$ cat src/rtl/pw_ctrl_logic.sv
// Byte-stream command processor: parses 2-byte headers from RX, writes or reads one 512-bit
// password RAM word. Optional write acknowledge byte (0xA5) enabled by CTRL_WRITE_ACK_EN.
//
// state     | meaning
// ----------+---------------------------------------------------------------
// HDR0      | wait for header byte 0 (op, addr high nibble)
// HDR1      | wait for header byte 1 (addr low byte)
// WR_DATA   | assemble payload bytes into dout
// WR_COMMIT | one-cycle RAM write pulse
// RD_REQ    | RAM address/enable presented, wait out read latency
// RD_CAP    | capture RAM read word
// TX        | stream captured word to TX, byte 0 first
// WR_ACK    | send acknowledge byte after a write (optional build)
module pw_ctrl_logic #(
  parameter int DATA_WIDTH  = 8,
  parameter int ADDR_WIDTH  = 12,
  parameter int WORD_BYTES  = 64,
  parameter int RAM_LATENCY = 2
) (
  input  logic                    clk,
  input  logic                    rst_n,
  input  logic [DATA_WIDTH-1:0]   rx_data,
  input  logic                    rx_valid,
  output logic                    rx_ready,
  output logic [DATA_WIDTH-1:0]   tx_data,
  output logic                    tx_valid,
  input  logic                    tx_ready,
  output logic                    we,
  output logic [ADDR_WIDTH-1:0]   addr,
  input  logic [8*WORD_BYTES-1:0] din,
  output logic [8*WORD_BYTES-1:0] dout,
  output logic                    enb
);

  localparam int CNT_W = $clog2(WORD_BYTES);
  localparam int HI_W  = ADDR_WIDTH - 8;
  localparam int LAT_W = (RAM_LATENCY > 1) ? $clog2(RAM_LATENCY) : 1;

  localparam logic [CNT_W-1:0] BYTE_LAST = CNT_W'(WORD_BYTES - 1);
  localparam logic [LAT_W-1:0] LAT_LOAD  = LAT_W'(RAM_LATENCY - 1);

  localparam logic [2:0] HDR0      = 3'd0;
  localparam logic [2:0] HDR1      = 3'd1;
  localparam logic [2:0] WR_DATA   = 3'd2;
  localparam logic [2:0] WR_COMMIT = 3'd3;
  localparam logic [2:0] RD_REQ    = 3'd4;
  localparam logic [2:0] RD_CAP    = 3'd5;
  localparam logic [2:0] TX        = 3'd6;
  localparam logic [2:0] WR_ACK    = 3'd7;

  logic [2:0]             state;
  logic                   op_rd;
  logic [HI_W-1:0]        hdr_hi;
  logic [CNT_W-1:0]       byte_cnt;
  logic [LAT_W-1:0]       lat_cnt;
  logic [8*WORD_BYTES-1:0] word_q;

  logic             rx_fire;
  logic             tx_fire;
  logic             last_byte;
  logic [CNT_W-1:0] byte_nxt;

  assign rx_fire   = rx_valid & rx_ready;
  assign tx_fire   = tx_valid & tx_ready;
  assign last_byte = (byte_cnt == BYTE_LAST);
  assign byte_nxt  = byte_cnt + CNT_W'(1);

  // Outputs are registered and updated on the transition into the state that owns them.
  always_ff @(posedge clk) begin
    if (!rst_n) begin
      state    <= HDR0;
      op_rd    <= 1'b0;
      hdr_hi   <= '0;
      byte_cnt <= '0;
      lat_cnt  <= '0;
      word_q   <= '0;
      rx_ready <= 1'b0;
      tx_valid <= 1'b0;
      tx_data  <= '0;
      we       <= 1'b0;
      enb      <= 1'b0;
      addr     <= '0;
      dout     <= '0;
    end else begin
      we <= 1'b0;
      case (state)
        HDR0: begin
          rx_ready <= 1'b1;
          if (rx_fire) begin
            op_rd  <= rx_data[DATA_WIDTH-1];
            hdr_hi <= rx_data[HI_W-1:0];
            state  <= HDR1;
          end
        end
        HDR1: begin
          if (rx_fire) begin
            addr     <= {hdr_hi, rx_data[7:0]};
            byte_cnt <= '0;
            if (op_rd) begin
              rx_ready <= 1'b0;
              enb      <= 1'b1;
              lat_cnt  <= LAT_LOAD;
              state    <= RD_REQ;
            end else begin
              state <= WR_DATA;
            end
          end
        end
        WR_DATA: begin
          if (rx_fire) begin
            dout[{byte_cnt, 3'b000} +: 8] <= rx_data;
            byte_cnt <= byte_nxt;
            if (last_byte) begin
              rx_ready <= 1'b0;
              we       <= 1'b1;
              enb      <= 1'b1;
              state    <= WR_COMMIT;
            end
          end
        end
        WR_COMMIT: begin
          enb <= 1'b0;
`ifdef CTRL_WRITE_ACK_EN
          tx_valid <= 1'b1;
          tx_data  <= 8'hA5;
          state    <= WR_ACK;
`else
          rx_ready <= 1'b1;
          state    <= HDR0;
`endif
        end
        RD_REQ: begin
          if (lat_cnt == '0) begin
            state <= RD_CAP;
          end else begin
            lat_cnt <= lat_cnt - LAT_W'(1);
          end
        end
        RD_CAP: begin
          word_q   <= din;
          enb      <= 1'b0;
          tx_valid <= 1'b1;
          tx_data  <= din[7:0];
          byte_cnt <= '0;
          state    <= TX;
        end
        TX: begin
          if (tx_fire) begin
            if (last_byte) begin
              tx_valid <= 1'b0;
              rx_ready <= 1'b1;
              state    <= HDR0;
            end else begin
              byte_cnt <= byte_nxt;
              tx_data  <= word_q[{byte_nxt, 3'b000} +: 8];
            end
          end
        end
`ifdef CTRL_WRITE_ACK_EN
        WR_ACK: begin
          if (tx_fire) begin
            tx_valid <= 1'b0;
            rx_ready <= 1'b1;
            state    <= HDR0;
          end
        end
`endif
        default: begin
          rx_ready <= 1'b0;
          tx_valid <= 1'b0;
          enb      <= 1'b0;
          state    <= HDR0;
        end
      endcase
    end
  end

endmodule

$ cat config.mk
export PLATFORM = sky130hd
export DESIGN_NAME = pw_ctrl_logic
export DESIGN_NICKNAME = d
export VERILOG_FILES = /design/src/rtl/pw_ctrl_logic.sv
export SDC_FILE = /design/constraint.sdc
export NUM_CORES = 2
export LEC_CHECK = 0
export CORE_AREA = 5 5 409 411
export DETAILED_ROUTE_END_ITERATION = 6
export DIE_AREA = 0 0 414 416
export GPL_TIMING_DRIVEN = 0
export SYNTH_ARGS = -nofsm -noshare
export SYNTH_HDL_FRONTEND = slang
export SYNTH_SLANG_ARGS = --single-unit
$ cat constraint.sdc
create_clock -name clk -period 5.4 [get_ports clk]
set_input_delay 1.08 -clock clk [delete_from_list [all_inputs] [get_ports clk]]
set_output_delay 1.08 -clock clk [all_outputs]
set_load 0.02 [all_outputs]
==> results.yml <==
setup_path:
  crit_slowest_cell: "nor2_2"
  slowest_delay_ns: 0.78
  critPathLaunch: "byte_cnt[0]$_SDFFE_PN0P_"
  reg2reg_depth: 13
  reg2reg_from: "byte_cnt[0]$_SDFFE_PN0P_"
  critical_path.max_fanout: 12
  cp.arrival_ns: 5.88
  crit_top_cell: "buf_2"
  cp_cell_sequence: "buf_6 -> inv_1 -> ha_1 -> buf_2 -> buf_4 -> buf_4 -> buf_2 -> nor2_2 -> buf_2 -> nand3_1 -> nor2_1 -> nand3_1 -> a21oi_1"
  r2r-end: "dout[446]$_SDFFE_PN0P_"
  cp.required_ns: 6.06
  critPathLaunchType: "flip-flop"
  crit_type: "reg2reg"
  r2r_setup_slack_ns: 0.18
  worstSetupEndpointType: "flip-flop"
  cp-endpoint: "dout[446]$_SDFFE_PN0P_"
synthesis:
  ys.flop_type: "dfxtp_1"
  yosysMostFrequentCell: "nand2_1"
  synth.cell_area_um2: 42800
  synth_top_cell_by_area: "dfxtp_1"
  ys.warnings.count: 0
  syn_nets: 5489
  yosysSeqAreaShare_pct: 49.7
  syn_inst: 4961
  synth_area_leaders: "dfxtp_1 (50%), nand2_1 (12%), a21oi_1 (9.1%)"
  synth_top_cells_by_count: "nand2_1 (1376), dfxtp_1 (1063), a21oi_1 (782), nor2_1 (422), clkbuf_1 (319)"
  synth_top_area_share_pct: 49.7
  async_reset_ff_share_pct: 0
  ys_ff_latch: 1063
  synth.avg_cell_area_um2: 8.63
  synth-edff-count: 0
  synth_cell_types: 74
floorplan:
  die_w_um: 414
  die_h_um: 416
  io_pins: 1060
  dieArea_um2: 172000
  start_util_pct: 26.2
  rows: 149
  core_um2: 164000
job:
  drv_cap: 0
finish:
  fill_cells: 16900
  register_area_um2: 21300
  nNetsFinal: 6665
  drive_above_1_share_pct: 7.64
  syn2layout_area_growth_pct: 40.7
  multi_input_area_um2: 19900
global_routing:
  grt_start_max_net_pins: 19
  gr-usage-all-layers_pct: 24.9
  grt_pass1_wl_um: 309000
  grt_overflow: 0
  antenna_found_initial: 27
  grt_pass1_vias: 41200
drt:
  wl_per_cell_um: 26.7
  ant_nets: 0
  drc: 0
  num_vias: 41700
  drt_iter0_markers: 3759
  viasPerCell: 4.95
  first_pass_iters: 6
  wl_um: 225000
sta:
  slew_viol_final: 0
  timing.hold.ws_ns: 0.450
  clock-skew-final_ns: 0.0583
  setup_violations: 0
  hold_viol_final: 0
  rsz0062_at_grt: "false"
  max_clock_freq_ghz: 0.192
  relSlewSlack_pct: 6.64
  fin_tns_setup_ns: 0
  finalCriticalPeriod_ns: 5.22
  period_share_pct: 96.6
  tightest_slew_ns: 1.40
power:
  p_total_mw: 17.5
  power.switching_mw: 4.33
  p_leak_nw: 20.4
  power.density_nw_per_um2: 291
  pwr-share-clk_pct: 47.7
  peakVddDrop_uv: 317
  p_int_mw: 13.2
  seq_power_share_pct: 45.1
  combPwrFrac_pct: 7.2
  sw_frac_of_total_pct: 24.7
place:
  portBuffers: 1057
  routabilityCongestion: 0.912
  place_hpwl_um: 183000
clock_network:
  clkSinkCount: 1063
  cts_hold_buf: 0
  clk_pin_slew_ns: 0.06
  cts_tree: "yes"
  htree_levels: 3
  post_cts_resize_count: 2
  insertion_delay_ns: 0.78
  post_cts_buffers: 0
  cts_inserted_buffers: 113
  clock_path_buffers: 3
  root_buffer: "clkbuf_16"
hold_path:
  holdPathStages: 2
  min-delay-start: "dout[472]$_SDFFE_PN0P_"
  hold_path_class: "reg2reg"
run_status:
  status: "complete, no violations"
## metrics by stage
stage,util (%),instances,worst slack (ns),area [um^2]
floorplan,-,4961,2.12,42800
global placement,34.3,8207,-0.650,56100
detailed placement,34.4,8212,-0.442,56200
CTS,36.8,8417,0.0359,60200
global route,36.8,8429,0.0121,60200
finish,36.8,8430,0.182,60200
## sequential cells by signal, indices dropped and copies added, names as in the netlist
signal / count
enb: 1
tx_valid: 1
dout: 512
addr: 12
byte_cnt: 6
we: 1
state: 3
hdr_hi: 4
rx_ready: 1
word_q: 512
tx_data: 8
op_rd: 1
lat_cnt: 1
## per-layer routing
metal | GRT usage, % | share of wire (%)
met1 | 28.2 | 37
met2 | 45.4 | 51
met3 | 4.10 | 6.2
met4 | 12.0 | 5.3
met5 | 0 | 0.016
## layout make-up
| cell class | instances | share of cell area [%] |
|---|---|---|
| tap | 2189 | 4.55 |
| clock inverter | 50 | 1.27 |
| sequential | 1063 | 35.3 |
| clock buffer | 156 | 5.29 |
| multi-input combinational | 3499 | 33.1 |
| buffer | 391 | 2.68 |
| timing repair buffer | 1062 | 17.7 |
| inverter | 7 | 0.0436 |
| antenna | 13 | 0.0540 |
## critical path: cells and delay by family (launching register included)
kind,cells,cell delay [ns]
buffers and inverters,7,2.26
AO/OA/AOI/OAI,1,0.20
AND/OR/NAND/NOR,4,1.88
flip-flops,1,0.34
adder cells (fa/ha/maj),1,0.42
## cells by family after synthesis
group | synth area share (%)
compound gates | 10.8
xor+xnor | 0.243
fa+ha+maj | 0.117
buf+inv | 3.83
flops | 49.7
mux | 14.1
simple gates | 21.2
## cells in the final DEF (no fill, tap or decap), types with 8 or more instances in the layout
master / instances
nand3_1: 225
buf_2: 45
nand2b_1: 10
clkbuf_16: 113
clkbuf_1: 338
clkinv_2: 14
clkbuf_8: 20
nor3_4: 8
a21oi_1: 782
nor3_1: 59
o2111ai_1: 13
nand3_2: 13
clkdlybuf4s50_1: 1057
nor2_1: 421
bufinv_16: 13
buf_1: 9
o221ai_1: 8
buf_4: 14
mux2i_1: 292
nor2_2: 8
a31oi_1: 11
mux4_2: 137
nand2_1: 1376
diode_2: 13
dfxtp_1: 1063
nand2_2: 11
## worst min path at each step
stage,endpoint
detailed placement,word_q[326]$_SDFFE_PN0P_
global placement,word_q[1]$_SDFFE_PN0P_
finish,dout[472]$_SDFFE_PN0P_
global route,dout[213]$_SDFFE_PN0P_
floorplan,addr[11]$_SDFFE_PN0P_
CTS,word_q[326]$_SDFFE_PN0P_
## power groups by stage
stage	clock [mW]	sequential [mW]	combinational, mW
after detailed placement	0	8.07	1.27
after floorplan	0	8.07	0.450
final	8.35	7.89	1.27
after CTS	8.46	7.89	1.28
after global routing	8.78	7.89	1.33
after global placement	0	8.07	1.26
No activity file was read; power rests on OpenSTA's default activity.
